==> config.mk <==
export PLATFORM = sky130hd
export DESIGN_NAME = imem_load_ctrl
export DESIGN_NICKNAME = d
export VERILOG_FILES = /design/src/rtl/imem_load_ctrl_pkg.sv /design/src/rtl/imem_load_ctrl_port_mux.sv /design/src/rtl/imem_load_ctrl.sv
export SDC_FILE = /design/constraint.sdc
export NUM_CORES = 1
export LEC_CHECK = 0
export CAP_MARGIN = 20
export CORE_MARGIN = 1.5
export CORE_UTILIZATION = 44
export DETAILED_ROUTE_END_ITERATION = 8
export PLACE_DENSITY = 0.88
export SLEW_MARGIN = 20
export SYNTH_ARGS = -nofsm -noshare
export SYNTH_HDL_FRONTEND = slang
export SYNTH_SLANG_ARGS = --single-unit
==> constraint.sdc <==
create_clock -name clk -period 3.9 [get_ports clk]
set_clock_uncertainty 0.15 [all_clocks]
set_input_delay 0.975 -clock clk [delete_from_list [all_inputs] [get_ports clk]]
set_output_delay 0.975 -clock clk [all_outputs]
set_load 0.01 [all_outputs]
==> src/rtl/imem_load_ctrl_pkg.sv <==
// Shared types and constants for the instruction-memory load controller.
package imem_load_ctrl_pkg;

  localparam int unsigned WIDTH1_DEF   = 32;
  localparam int unsigned MEM_SIZE_DEF = 1024;
  localparam int unsigned WORD_SHIFT   = 2;

  typedef enum logic [2:0] {
    IDLE,
    HDR,
    LOAD,
    CHK,
    RUN,
    ERR
  } state_t;

endpackage

==> src/rtl/imem_load_ctrl_port_mux.sv <==
// Hands the instruction-memory port to the loader or the fetch path by state;
// fetch data is forced to zero (NOP-safe) whenever the core does not own the port.
module imem_port_mux
  import imem_load_ctrl_pkg::*;
#(
  parameter int unsigned WIDTH1 = WIDTH1_DEF
) (
  input  state_t            state,
  input  logic [WIDTH1-1:0] ld_addr,
  input  logic              ld_wr,
  input  logic [WIDTH1-1:0] ld_wdata,
  input  logic [WIDTH1-1:0] pc_addr,
  input  logic [WIDTH1-1:0] imem_rdata,
  output logic [WIDTH1-1:0] imem_addr,
  output logic              imem_wr,
  output logic [WIDTH1-1:0] imem_wdata,
  output logic [WIDTH1-1:0] pc_rdata
);

  always_comb begin
    imem_wdata = ld_wdata;
    if (state == RUN) begin
      imem_addr = pc_addr;
      imem_wr   = 1'b0;
      pc_rdata  = imem_rdata;
    end else begin
      imem_addr = ld_addr;
      imem_wr   = ld_wr;
      pc_rdata  = '0;
    end
  end

endmodule

==> src/rtl/imem_load_ctrl.sv <==
// Instruction-memory load controller: streams a length-prefixed image into imem,
// stalls the core meanwhile, then hands the port to fetch. Optional trailer
// checksum check is enabled by defining IMEM_LOAD_CHECKSUM_EN.
module imem_load_ctrl
  import imem_load_ctrl_pkg::*;
#(
  parameter int unsigned WIDTH1    = WIDTH1_DEF,
  parameter int unsigned MEM_SIZE  = MEM_SIZE_DEF,
  parameter int unsigned BASE_ADDR = 0
) (
  input  logic                      clk,
  input  logic                      reset,
  input  logic                      ld_start,
  input  logic                      ld_valid,
  input  logic [WIDTH1-1:0]         ld_data,
  output logic                      ld_ready,
  input  logic [WIDTH1-1:0]         pc_addr,
  output logic [WIDTH1-1:0]         pc_rdata,
  output logic                      core_stall,
  output logic [WIDTH1-1:0]         imem_addr,
  output logic                      imem_wr,
  output logic [WIDTH1-1:0]         imem_wdata,
  input  logic [WIDTH1-1:0]         imem_rdata,
  output logic                      ld_done,
  output logic                      ld_err,
  output logic [$clog2(MEM_SIZE):0] word_cnt
);

  localparam int unsigned CW = $clog2(MEM_SIZE) + 1;

  state_t            state;
  logic [CW-1:0]     len;
  logic [WIDTH1-1:0] ptr;
  logic [WIDTH1-1:0] addr_r;
  logic [WIDTH1-1:0] wdata_r;
  logic              wr_r;
  logic              last_wr;
`ifdef IMEM_LOAD_CHECKSUM_EN
  logic [WIDTH1-1:0] csum;
`endif

  wire accept = ld_valid && ld_ready;

  assign last_wr = (word_cnt + CW'(1)) == len;

  always_ff @(posedge clk) begin
    if (reset) begin
      state      <= IDLE;
      core_stall <= 1'b1;
      ld_ready   <= 1'b0;
      wr_r       <= 1'b0;
      addr_r     <= '0;
      wdata_r    <= '0;
      ld_done    <= 1'b0;
      ld_err     <= 1'b0;
      word_cnt   <= '0;
      len        <= '0;
      ptr        <= '0;
`ifdef IMEM_LOAD_CHECKSUM_EN
      csum       <= '0;
`endif
    end else begin
      case (state)
        IDLE: if (ld_start) begin
          state    <= HDR;
          ld_ready <= 1'b1;
        end
        HDR: if (accept) begin
          if (ld_data == '0) begin
            state      <= RUN;
            ld_done    <= 1'b1;
            core_stall <= 1'b0;
            ld_ready   <= 1'b0;
            word_cnt   <= '0;
          end else if (ld_data > WIDTH1'(MEM_SIZE)) begin
            state    <= ERR;
            ld_err   <= 1'b1;
            ld_ready <= 1'b0;
          end else begin
            state    <= LOAD;
            len      <= ld_data[CW-1:0];
            word_cnt <= '0;
            ptr      <= WIDTH1'(BASE_ADDR);
            addr_r   <= WIDTH1'(BASE_ADDR);
`ifdef IMEM_LOAD_CHECKSUM_EN
            csum     <= '0;
`endif
          end
        end
        LOAD: begin
          // addr_r already holds the pointer, so the address is stable around the pulse
          if (wr_r) begin
            wr_r     <= 1'b0;
            word_cnt <= word_cnt + CW'(1);
            if (last_wr) begin
`ifdef IMEM_LOAD_CHECKSUM_EN
              state    <= CHK;
              ld_ready <= 1'b1;
`else
              state      <= RUN;
              ld_done    <= 1'b1;
              core_stall <= 1'b0;
`endif
            end else begin
              ptr      <= ptr + WIDTH1'(4);
              addr_r   <= ptr + WIDTH1'(4);
              ld_ready <= 1'b1;
            end
          end else if (accept) begin
            wr_r     <= 1'b1;
            wdata_r  <= ld_data;
            ld_ready <= 1'b0;
`ifdef IMEM_LOAD_CHECKSUM_EN
            csum     <= csum ^ ld_data;
`endif
          end
        end
`ifdef IMEM_LOAD_CHECKSUM_EN
        CHK: if (accept) begin
          ld_ready <= 1'b0;
          if (ld_data == csum) begin
            state      <= RUN;
            ld_done    <= 1'b1;
            core_stall <= 1'b0;
          end else begin
            state  <= ERR;
            ld_err <= 1'b1;
          end
        end
`endif
        RUN: if (ld_start) begin
          state      <= HDR;
          core_stall <= 1'b1;
          ld_done    <= 1'b0;
          ld_ready   <= 1'b1;
        end
        ERR: if (ld_start) begin
          state    <= HDR;
          ld_err   <= 1'b0;
          ld_ready <= 1'b1;
        end
        default: state <= IDLE;
      endcase
    end
  end

  imem_port_mux #(.WIDTH1(WIDTH1)) u_mux (
    .state      (state),
    .ld_addr    (addr_r),
    .ld_wr      (wr_r),
    .ld_wdata   (wdata_r),
    .pc_addr    (pc_addr),
    .imem_rdata (imem_rdata),
    .imem_addr  (imem_addr),
    .imem_wr    (imem_wr),
    .imem_wdata (imem_wdata),
    .pc_rdata   (pc_rdata)
  );

endmodule

==> impl_metrics.py, run 1 <==
metrics = {
    "clock_tree": {
        "cts_hold_buf": 0,
        "cts_tree": "done",
        "root_buffer": "clkbuf_16",
        "cts_setup_buffers": 0,
        "clock_latency_ns": 0.34,
        "clk_pin_slew_ns": 0.06,
        "clock_sinks": 92,
        "cts_resized": 0,
        "cts_buffers": 9,
        "h-tree-depth": 3,
        "clockBufferDepth": 2,
    },
    "drt": {
        "wl_met1_um": 6390,
        "wire_per_inst_um": 15.0,
        "wl_met2_um": 6860,
        "drc": 0,
        "dr.max_layer_used": "met4",
        "drt_iter0_drc": 317,
        "via_per_inst": 5.50,
        "drtAntennaViolNets": 0,
        "wl_um": 14800,
        "firstDrtPassIters": 6,
        "num_vias": 5414,
        "wl_met3_um": 1210,
    },
    "critical_path": {
        "worst_path_largest_cell_delay_ns": 0.48,
        "path_class": "reg2out",
        "worstSetupStartpoint": "state[1]",
        "r2r-start": "word_cnt[0]",
        "start_kind": "flip-flop",
        "cp_num_buf_inv": 2,
        "end_kind": "output port",
        "worstPathRequired_ns": 2.77,
        "critPathSlowestCell": "clkdlybuf4s50_1",
        "cp_max_fo": 71,
        "cp_top_family": "buffers and inverters",
        "cp_cell_sequence": "nor3b_2 -> buf_12 -> mux2_2 -> clkdlybuf4s50_1",
        "arrival_ns": 2.23,
    },
    "yosys": {
        "async_flop_share_pct": 0,
        "synth_edf_count": 0,
        "avgSynthCellArea_um2": 7.96,
        "syn_area_um2": 5150,
        "syn_inst": 647,
        "seq_area_frac_synth_pct": 35.8,
        "ys_ff_latch": 92,
        "yosysWarnings": 0,
        "synthDistinctLibCells": 62,
        "synth_ff_type": "dfxtp_1",
        "syn_nets": 749,
    },
    "power_and_ir_drop": {
        "p_leak_nw": 2.70,
        "pwr-share-clk_pct": 41.8,
        "p_sw_share_pct": 22.2,
        "ir_drop_uv": 344,
        "pwr-share-comb_pct": 13.7,
        "cellPowerDensity_nw_per_um2": 278,
        "seq_power_share_pct": 44.5,
        "total_power_mw": 2.13,
        "p_int_mw": 1.66,
        "p_sw_mw": 0.472,
    },
    "timing": {
        "hold_viol": 0,
        "worst_pin_slew_ns": 0.729,
        "setup_viol_count_final": 0,
        "maxSlewHeadroom_pct": 50.9,
        "period_minus_slack_ns": 3.36,
        "finalMaxSlewViolations": 0,
        "grt_setup_unrepaired": "false",
        "fin_setup_tns_ns": 0,
        "max_freq_mhz": 298,
        "min_period_over_period_pct": 86.1,
    },
    "final_layout": {
        "final_layout_size_suffix_gt1_share_pct": 8.56,
        "nFillCells": 962,
        "final_area_um2": 7660,
        "nets": 938,
        "syn_to_final_growth_pct": 48.8,
        "num_antenna_cells": 0,
        "final_common_cell": "clkdlybuf4s50_1",
        "final_cell_mix": "210 x clkdlybuf4s50_1, 112 x nand2_1, 92 x dfxtp_1",
    },
    "grt": {
        "grt_pass1_wl_um": 23900,
        "track_usage_pct": 23.2,
        "overflow": 0,
        "grt_max_degree": 72,
        "grt_pass1_vias": 4885,
        "antenna_found_initial": 0,
    },
    "die": {
        "start_util_pct": 45.1,
        "rows": 39,
        "ios": 212,
        "die_x_um": 111,
        "dieArea_um2": 12400,
        "die_y_um": 111,
        "fp.coreArea_um2": 11400,
    },
    "placement": {
        "portBuffers": 211,
        "gp_congestion": 0.862,
        "dp_hpwl_um": 10900,
        "dpl_cell_area_um2": 7360,
    },
    "worst_hold_path": {
        "hp-start": "wdata_r[9]",
        "hold_class": "reg2reg",
    },
    "flow_run": {
        "cap_violations": 0,
    },
    "status": {
        "status": "complete, no violations",
    },
}
==> cells in the mapped netlist (3+ instances only) <==
cell type | n | share of area, %
a211o_1 | 4 | 0.68
a211oi_1 | 5 | 0.73
a21oi_1 | 60 | 5.8
a31oi_1 | 4 | 0.49
and2_1 | 38 | 4.6
and3_1 | 7 | 0.85
buf_1 | 3 | 0.22
buf_2 | 5 | 0.49
buf_4 | 4 | 0.58
clkbuf_1 | 31 | 2.3
dfxtp_1 | 92 | 36
inv_1 | 13 | 0.95
mux2_2 | 24 | 5.2
mux2i_1 | 18 | 3.5
nand2_1 | 112 | 8.2
nand2b_1 | 4 | 0.49
nand3_1 | 24 | 2.3
nand3b_1 | 4 | 0.58
nand4_1 | 7 | 0.85
nor2_1 | 35 | 2.6
nor3_1 | 19 | 1.8
nor4_1 | 14 | 1.7
nor4b_1 | 4 | 0.68
o2111ai_1 | 4 | 0.68
o211ai_1 | 5 | 0.73
o21ai_0 | 19 | 1.8
o311ai_1 | 4 | 0.68
o31ai_1 | 7 | 1.0
o41ai_1 | 5 | 0.85
or2_2 | 5 | 0.61
or3_1 | 6 | 0.73
or4_1 | 9 | 1.3
xnor2_1 | 9 | 1.5
xor2_1 | 6 | 1.0
==> stage by stage <==
| step | setup WS (ns) | hold WS (ns) | utilization, % | std cells |
|---|---|---|---|---|
| after CTS | 0.545 | 0.304 | 67.1 | 984 |
| after floorplan | 0.932 | 0.298 | - | 647 |
| after global routing | 0.360 | 0.323 | 67.1 | 984 |
| final | 0.544 | 0.301 | 67.1 | 984 |
| after global placement | 0.349 | 0.291 | 64.4 | 968 |
| after detailed placement | 0.263 | 0.297 | 64.4 | 968 |
==> area by class of cell <==
cell class	instances	area (um2)	share of cell area (%)
Clock buffer	13	260	3.40
Clock inverter	3	43.8	0.572
Inverter	13	48.8	0.637
Multi-Input combinational cell	497	3070	40.0
Sequential cell	92	1840	24.0
Tap cell	143	179	2.34
Timing Repair Buffer	223	2220	29.0
==> metal layers <==
layer	global-route usage [%]	vias to the layer above
li1	-	2699
met1	30.3	2476
met2	37.2	217
met3	5.80	22
met4	8.35	0
met5	0	-
==> path summary, 6_finish.rpt <==
| check | to | slack [ns] | cells past startpoint |
|---|---|---|---|
| setup reg to reg | core_stall | 0.78 | 8 |
| hold reg to reg | wdata_r[9] | 0.30 | 2 |
| hold / removal | wdata_r[9] | 0.30 | 2 |
| setup / recovery | imem_addr[30] | 0.54 | 4 |
==> tightest hold or removal path, stage by stage, from the launching register on <==
cell	delay (ns)
dfxtp_1	0.31
nand2_1	0.05
a21oi_1	0.05
==> sequential cells by signal, indices dropped and copies added, names as in the netlist <==
register	flops
addr_r	30
core_stall	1
ld_done	1
ld_err	1
ld_ready	1
len	11
state	3
wdata_r	32
word_cnt	11
wr_r	1
==> cell families (layout without fill, tap and decap cells) <==
family	Yosys count	count (layout)	share of synthesized area [%]
buffers and inverters	58	252	4.93
multiplexers	42	42	8.75
XOR/XNOR	15	15	2.55
adder cells (fa/ha/maj)	2	2	0.486
AND/OR/NAND/NOR	299	299	29.5
flip-flops	92	92	35.8
AO/OA/AOI/OAI	139	139	18.1
==> power by group through the flow <==
| stage | combinational (mW) | sequential, mW | clock [mW] |
|---|---|---|---|
| 2_1_floorplan | 0.101 | 0.970 | 0 |
| 4_1_cts | 0.293 | 0.949 | 0.905 |
| 3_3_place_gp | 0.288 | 0.969 | 0 |
| 5_1_grt | 0.313 | 0.949 | 0.952 |
| 3_5_place_dp | 0.291 | 0.970 | 0 |
| 6_report | 0.292 | 0.948 | 0.891 |
No activity file was read; power rests on OpenSTA's default activity.
==> run 2: changes to the inputs <==
CORE_UTILIZATION = 55   (was 44)
DONT_BUFFER_PORTS = 1   (was unset)
GPL_TIMING_DRIVEN = 0   (was unset)
PLACE_DENSITY = 0.76   (was 0.88)
==> run 2 against run 1 <==
- sequential power is essentially flat
- sequential share of layout area grew 9.4 points
- worst setup slack lost 0.29 ns
- global-route usage grew 3.7 points
- fmax shrank 7.9%
- die area shrank 19%
- first-iteration DRC count grew 6.6%
- via count shrank 9.8%
- core utilization shrank 6.9 points
- total power shrank 16%
- critical endpoint is now imem_addr[29]
- largest cell class unchanged
- highest routed layer unchanged
==> impl_metrics.py, run 2 (synthesis gave the netlist of run 1 again) <==
metrics = {
    "clock_tree": {
        "h-tree-depth": 3,
        "cts_tree": "done",
        "root_buffer": "clkbuf_8",
        "cts_setup_buffers": 0,
        "cts_hold_buf": 0,
        "clock_latency_ns": 0.36,
        "cts_resized": 1,
        "clk_pin_slew_ns": 0.10,
        "clock_sinks": 92,
        "clockBufferDepth": 2,
        "cts_buffers": 9,
    },
    "timing": {
        "finalMaxSlewViolations": 0,
        "worst_pin_slew_ns": 0.895,
        "max_freq_mhz": 275,
        "period_minus_slack_ns": 3.64,
        "fin_setup_tns_ns": 0,
        "maxSlewHeadroom_pct": 40.0,
        "hold_viol": 0,
        "setup_viol_count_final": 0,
        "grt_setup_unrepaired": "false",
        "min_period_over_period_pct": 93.4,
    },
    "drt": {
        "via_per_inst": 6.30,
        "drc": 0,
        "firstDrtPassIters": 5,
        "wire_per_inst_um": 18.0,
        "num_vias": 4886,
        "wl_um": 14000,
        "drt_iter0_drc": 338,
        "drtAntennaViolNets": 0,
    },
    "critical_path": {
        "cp_max_fo": 10,
        "cp_common_cell": "clkbuf_1",
        "reg2reg_slack_ns": 0.46,
        "worstPathRequired_ns": 2.77,
        "end_kind": "output port",
        "critPathSlowestCell": "mux2_2",
        "cp_num_buf_inv": 3,
        "arrival_ns": 2.52,
        "r2r-end": "addr_r[14]",
        "r2r-start": "word_cnt[1]",
        "path_class": "reg2out",
        "worst_path_largest_cell_delay_ns": 0.44,
        "cp_top_family": "buffers and inverters",
        "r2r_cells": 10,
        "start_kind": "flip-flop",
        "cp_cell_sequence": "clkbuf_1 -> nor3b_2 -> clkbuf_1 -> buf_2 -> mux2_2",
    },
    "final_layout": {
        "final_cell_mix": "112 x nand2_1, 92 x dfxtp_1, 60 x a21oi_1",
        "syn_to_final_growth_pct": 7.05,
        "top_register": "wdata_r",
        "post-route-util_pct": 60.2,
        "reg_top3": "wdata_r (32), addr_r (30)",
        "multi_input_area_um2": 3060,
        "final_layout_size_suffix_gt1_share_pct": 10.9,
        "largest_register_ffs": 32,
        "nets": 760,
        "nFillCells": 824,
        "regArea_um2": 1840,
        "final_common_cell": "nand2_1",
    },
    "power_and_ir_drop": {
        "ir_drop_uv": 190,
        "cellPowerDensity_nw_per_um2": 323,
        "total_power_mw": 1.78,
        "p_leak_nw": 1.92,
    },
    "die": {
        "ios": 212,
        "dieArea_um2": 9950,
        "die_x_um": 99.8,
        "die_y_um": 99.8,
        "start_util_pct": 56.3,
        "rows": 35,
        "fp.coreArea_um2": 9150,
    },
    "worst_hold_path": {
        "worst_hold_path.endpoint": "addr_r[21]",
        "holdPathStages": 2,
        "hp-start": "addr_r[21]",
        "hold_class": "reg2reg",
    },
    "status": {
        "status": "complete, no violations",
    },
    "placement": {
        "dp_hpwl_um": 10500,
        "portBuffers": 0,
        "gp_congestion": 0.900,
    },
    "grt": {
        "grt_pass1_vias": 4484,
        "track_usage_pct": 27.0,
        "overflow": 0,
        "grt_pass1_wl_um": 21500,
        "antenna_found_initial": 1,
        "grt_max_degree": 19,
    },
    "flow_run": {
        "cap_violations": 0,
    },
}
run 2: worst max path at each step:
stage / from / end / slack [ns] / depth (start not counted)
global placement: state[1] / imem_addr[29] / 0.22 / 5
finish: state[1] / imem_addr[29] / 0.26 / 5
floorplan: ld_data[4] / addr_r[14] / 0.93 / 8
detailed placement: state[1] / imem_addr[29] / 0.21 / 5
global route: state[1] / imem_addr[29] / 0.07 / 5
CTS: state[1] / imem_addr[12] / 0.02 / 5
run 2: worst min-delay path: stages (launching register included):
cell and delay, ns:
dfxtp_1 0.35, nand2_1 0.06, mux2i_1 0.05
run 2: area by class of cell:
type	count	area share, %
Tap cell	111	2.52
Multi-Input combinational cell	497	55.5
Antenna cell	1	0.0454
Clock inverter	7	1.63
Buffer	45	3.77
Clock buffer	9	2.25
Sequential cell	92	33.4
Inverter	13	0.885
run 2: through the flow:
stage | hold WS (ns) | setup WS (ns) | cell area (um2) | cells
6_report | 0.346 | 0.257 | 5510 | 775
3_5_place_dp | 0.334 | 0.211 | 5290 | 758
4_1_cts | 0.348 | 0.0227 | 5500 | 774
3_3_place_gp | 0.312 | 0.223 | 5290 | 758
2_1_floorplan | 0.298 | 0.932 | 5150 | 647
5_1_grt | 0.375 | 0.0684 | 5510 | 774
run 2: where the power goes:
group	switching [mW]	internal [mW]	total [mW]	leakage, nW
Clock	0.385	0.315	0.699	0.110
Sequential	0.00662	0.943	0.950	0.742
Combinational	0.0866	0.0438	0.130	1.07
Total	0.478	1.30	1.78	1.92
run 2: metal layers:
metal	track usage, %	part of all wire, %	vias up
met1	34.2	43	2282
li1	-	-	2350
met2	44.1	47	236
met3	7.80	8.2	18
met5	0	0	-
met4	8.56	1.6	0
==> RTL edit 1 (settings of run 2) <==
Register the output `word_cnt` once more, cleared by the reset; this adds one clock of latency there. The other outputs are not delayed to match.
--- a/src/rtl/imem_load_ctrl.sv
+++ b/src/rtl/imem_load_ctrl.sv
@@ -28,6 +28,8 @@
 
   localparam int unsigned CW = $clog2(MEM_SIZE) + 1;
 
+  logic [$clog2(MEM_SIZE):0] word_cnt_s0;
+
   state_t            state;
   logic [CW-1:0]     len;
   logic [WIDTH1-1:0] ptr;
@@ -41,7 +43,7 @@
 
   wire accept = ld_valid && ld_ready;
 
-  assign last_wr = (word_cnt + CW'(1)) == len;
+  assign last_wr = (word_cnt_s0 + CW'(1)) == len;
 
   always_ff @(posedge clk) begin
     if (reset) begin
@@ -53,7 +55,7 @@
       wdata_r    <= '0;
       ld_done    <= 1'b0;
       ld_err     <= 1'b0;
-      word_cnt   <= '0;
+      word_cnt_s0 <= '0;
       len        <= '0;
       ptr        <= '0;
 `ifdef IMEM_LOAD_CHECKSUM_EN
@@ -71,7 +73,7 @@
             ld_done    <= 1'b1;
             core_stall <= 1'b0;
             ld_ready   <= 1'b0;
-            word_cnt   <= '0;
+            word_cnt_s0 <= '0;
           end else if (ld_data > WIDTH1'(MEM_SIZE)) begin
             state    <= ERR;
             ld_err   <= 1'b1;
@@ -79,7 +81,7 @@
           end else begin
             state    <= LOAD;
             len      <= ld_data[CW-1:0];
-            word_cnt <= '0;
+            word_cnt_s0 <= '0;
             ptr      <= WIDTH1'(BASE_ADDR);
             addr_r   <= WIDTH1'(BASE_ADDR);
 `ifdef IMEM_LOAD_CHECKSUM_EN
@@ -91,7 +93,7 @@
           // addr_r already holds the pointer, so the address is stable around the pulse
           if (wr_r) begin
             wr_r     <= 1'b0;
-            word_cnt <= word_cnt + CW'(1);
+            word_cnt_s0 <= word_cnt_s0 + CW'(1);
             if (last_wr) begin
 `ifdef IMEM_LOAD_CHECKSUM_EN
               state    <= CHK;
@@ -157,5 +159,13 @@
     .pc_rdata   (pc_rdata)
   );
 
+  always_ff @(posedge clk) begin
+    if (reset) begin
+      word_cnt <= '0;
+    end else begin
+      word_cnt <= word_cnt_s0;
+    end
+  end
+
 endmodule
 
Behaviour: not the same (Yosys sat finds a counterexample within 10 cycles, from zero or initial values and one cycle with reset high).
==> RTL edit 1 against run 2 <==
Worst setup slack improved by 0.15 ns; first-iteration DRC count shrank 2.1%; critical path depth unchanged; synthesized cell count up 3.7%; synthesized area grew 5.5%; design area is 5.1% higher; total power is 5.8% higher; sequential share of layout area grew 2.2 points; wire length up 7.4%; sequential cell count increased by 11; non-clock buffer count grew 1; critical path type unchanged; highest routed layer unchanged.
==> RTL edit 1: results (changes against run 2) <==
* Run status: finished clean
* Main area contributors after synthesis: dfxtp_1 (38%), nand2_1 (7.0%), mux2_2 (5.8%)
* Slew margin rel. at 38.1% (-2.0 points)
* Met2 usage at 46.2% (+2.1 points)
* WHS Endpoint: wdata_r[9]
* Placed Instance Area at 5600 um^2 (+5.9%)
* Worst-Skew Late Latency at 0.38 ns (+0.02 ns)
* Logic inverters at 8 (-5)
* Post-synthesis compound-gate area fraction at 19.0% (+0.97 points)
* Share of cells above drive strength 1 at 11.5% (+0.64 points)
* Vias per cell at 6.13 (-2.8%)
* Iter 0 DRT Violations at 331 (-2.1%)
* Min Hold Slack at 0.359 ns (+0.0126 ns)
* Synthesized-area fraction occupied by adder cells at 0.461% (-0.025 points)
* Routed length on met2 at 7140 um (+9.0%)
* Clock buf/inv share at 3.22% (-0.66 points)
* R2R cell count at 9 (-1)
* Arrival time of the worst setup path at 2.37 ns (-0.15 ns)
* DPL Wire Length at 11200 um (+6.5%)
* Non-clk bufs at 46 (+2.2%)
* Top cells by instance count after synthesis: dfxtp_1 (103), nand2_1 (102), a21oi_1 (60), nor2_1 (51), and2_1 (42)
* Resize count post-CTS at 0 (-1)
* GPL Wtd Cong at 0.889 (-1.2%)
* # fillers at 890 (+8.0%)
* Post-synthesis mux area share at 8.20% (-0.55 points)
* Worst vdd ir at 168 uV (-11%)
* Post-synthesis sequential area ratio at 38.0% (+2.2 points)
* Total GRT Usage at 27.8% (+0.84 points)
* Hold Path Origin: wdata_r[9]
* Syn nets at 773 (+3.2%)
* #MultiIn Comb at 514 (+3.4%)
* R2R Path End: addr_r[13]
## RTL edit 1: changes by cell type after synthesis, moves of 10 or more
cell	run 2	this run
dfxtp_1	92	103
nand2_1	112	102
nor2_1	35	51
nor2b_1	1	14
nor3_1	19	8
## RTL edit 1: power groups by stage
stage          Clock (uW)  Combinational, uW  Sequential (uW)
2_1_floorplan           0                131             1080
3_3_place_gp            0                162             1080
3_5_place_dp            0                164             1080
4_1_cts               666                166             1060
5_1_grt               706                184             1060
6_report              654                168             1060
## RTL edit 1: critical path, delay by kind of cell (launching register included)
kind | cells | cell delay, ns
AND/OR/NAND/NOR | 2 | 0.70
flip-flops | 1 | 0.34
buffers and inverters | 3 | 0.96
## RTL edit 1: worst max path at each step
| stage | to | slack [ns] |
|---|---|---|
| floorplan | len[0] | 1.14 |
| global placement | addr_r[13] | 0.61 |
| detailed placement | addr_r[13] | 0.46 |
| CTS | pc_rdata[23] | 0.15 |
| global route | pc_rdata[16] | 0.16 |
| finish | pc_rdata[25] | 0.40 |
==> RTL edit 2 (config.mk and constraints of run 2) <==
Without the edit above. The package constant `MEM_SIZE_DEF` goes from 1024 to 512.
--- a/src/rtl/imem_load_ctrl_pkg.sv
+++ b/src/rtl/imem_load_ctrl_pkg.sv
@@ -2,7 +2,7 @@
 package imem_load_ctrl_pkg;
 
   localparam int unsigned WIDTH1_DEF   = 32;
-  localparam int unsigned MEM_SIZE_DEF = 1024;
+  localparam int unsigned MEM_SIZE_DEF = 512;
   localparam int unsigned WORD_SHIFT   = 2;
 
   typedef enum logic [2:0] {
Ports: changed (resized word_cnt); port bits go from 212 to 211. No check against the original RTL was run, so the function may have changed too.
==> RTL edit 2 against run 2 <==
First-iteration DRC count shrank 31%; clock power shrank 8.4%; design area shrank 2.0%; critical path depth shrank 1; the flow now finishes with violations (design-rule violations); wire length shrank 3.0%; worst setup slack lost 0.030 ns; largest cell class unchanged; highest routed layer unchanged; critical path type unchanged; synthesized area shrank 1.6%; sequential cell count shrank 2; die area shrank 1.6%; total power shrank 6.5%.
==> RTL edit 2: results (changes against run 2) <==
* Failing checks: design-rule violations
* Main area contributors after synthesis: dfxtp_1 (36%), nand2_1 (8.4%), mux2_2 (6.9%)
* Layout Nets at 738 (-2.9%)
* Post-CTS Setup Inserts at 0 (unchanged)
* Most used DFF post-synth: dfxtp_1
* Syn Inst Count at 625 (-3.4%)
* GPL Wtd Cong at 0.871 (-3.2%)
* DPL Wire Length at 10300 um (-1.8%)
* Synth warnings at 0 (unchanged)
* Worst-Skew Late Latency at 0.37 ns
* # fillers at 796 (-3.4%)
* Reg2Reg Setup Slack at 1.00 ns (+0.54 ns)
* Arrival time of the worst setup path at 2.55 ns (+0.03 ns)
* R2R cell count at 10 (unchanged)
* Routed wire length at 13600 um (-3.0%)
* Synth unique cells at 68 (+9.7%)
* Worst hold stages at 2 (unchanged)
* Resize count post-CTS at 0 (-1)
* Clk buf depth at 2 (unchanged)
* CTS Root Cell: clkbuf_8
* Async set or reset register ratio after synthesis at 0% (unchanged)
* Crit Path Max Fanout at 10 (unchanged)
* Critical R2R Launch: word_cnt[0]
* Vias in the first global route at 4303 (-4.0%)
* Hold Path Origin: len[0]
* Antenna violations before repair at 0 (-1)
* Regs by FF count: wdata_r (32), addr_r (30)
* Largest net degree at the start of global routing at 20 (+1)
* Run status: finished, violations left
* Total GRT Usage at 26.3% (-0.62 points)
* P_int at 1210 uW (-7.1%)
* Tcrit/Tclk final at 94.2% (+0.78 points)
* Post-place setup slack at 0.594 ns (+0.383 ns)
* Slew margin rel. at 45.1% (+5.0 points)
* Post-synthesis sequential area ratio at 35.6% (-0.21 points)
* Dpl cells at 733 (-3.3%)
* Vias per cell at 6.30 (-0.13%)
* Total CTS buffers at 9 (unchanged)
* Min-Delay Path Class: flip-flop to flip-flop
* Leakage power at 0.00184 uW (-4.3%)
* Hold buffers post-CTS at 0 (unchanged)
* Iter 0 DRT Violations at 233 (-31%)
* Residual DRC at 10 (+10)
* Worst vdd ir at 149 uV (-22%)
* Setup TNS at 0 ns (unchanged)
* Vias post-DR at 4716 (-3.5%)
* Top cells by instance count after synthesis: nand2_1 (113), dfxtp_1 (90), a21oi_1 (66), and2_1 (40), nor2_1 (36)
* Inserted Diodes at 0 (-1)
* Drt pass-1 iters at 7 (+2)
* Share of cells above drive strength 1 at 13.3% (+2.4 points)
* Port Buf Inserts at 0 (unchanged)
* CP startpoint: state[2]
* First-pass GRT wire length at 21000 um (-2.3%)
==> RTL edit 2: worst paths after layout <==
path | to
setup / recovery | pc_rdata[16]
hold reg to reg | len[0]
hold / removal | len[0]
setup reg to reg | core_stall
==> RTL edit 2: critical path, cell delays in order (launching register included) <==
cell and delay, ns:
dfxtp_1 0.46, nor3b_1 0.67, clkbuf_1 0.53, clkbuf_1 0.29, and2_1 0.23
==> RTL edit 2: cell type report <==
type,count,share of cell area [%]
sequential,90,33.3
clock inverter,7,1.41
multi-input combinational,489,56.6
buffer,39,3.36
inverter,7,0.486
clock buffer,9,2.29
tap,108,2.50
==> RTL edit 2: power by group through the flow <==
stage               clock network, uW  logic (uW)  registers [uW]
finish                            640        93.0             930
global route                      696         101             931
CTS                               650        92.7             930
detailed placement                  0        92.5             951
global placement                    0        91.0             951
floorplan                           0        75.2             949
==> RTL edit 2: stage by stage <==
step	utilization, %	instance area, um^2	hold WS (ns)
floorplan	-	5070	0.293
global placement	59.1	5200	0.305
detailed placement	59.1	5200	0.312
CTS	61.4	5400	0.324
global route	61.4	5400	0.353
finish	61.4	5400	0.323
==> RTL edit 2: cells by family (layout without fill, tap and decap cells) <==
logic type / count (synthesis) / in the layout / share of synthesized area (%)
buffers and inverters: 46 / 62 / 4.10
muxes: 32 / 32 / 7.09
adders and majority gates: 2 / 2 / 0.494
and+or+nand+nor: 294 / 294 / 31.2
DFF: 90 / 90 / 35.6
AOI/OAI and AO/OA: 150 / 150 / 19.6
xor gates and xnor gates: 11 / 11 / 1.90
==> RTL edit 2: layer usage <==
layer / track usage [%] / routed length [um] / vias to the layer above
met1: 32.5 / 5540 / 2259
met5: 0 / 0 / -
met4: 7.91 / 180 / 0
met2: 44.8 / 6740 / 180
met3: 7.16 / 1100 / 14
li1: - / - / 2263
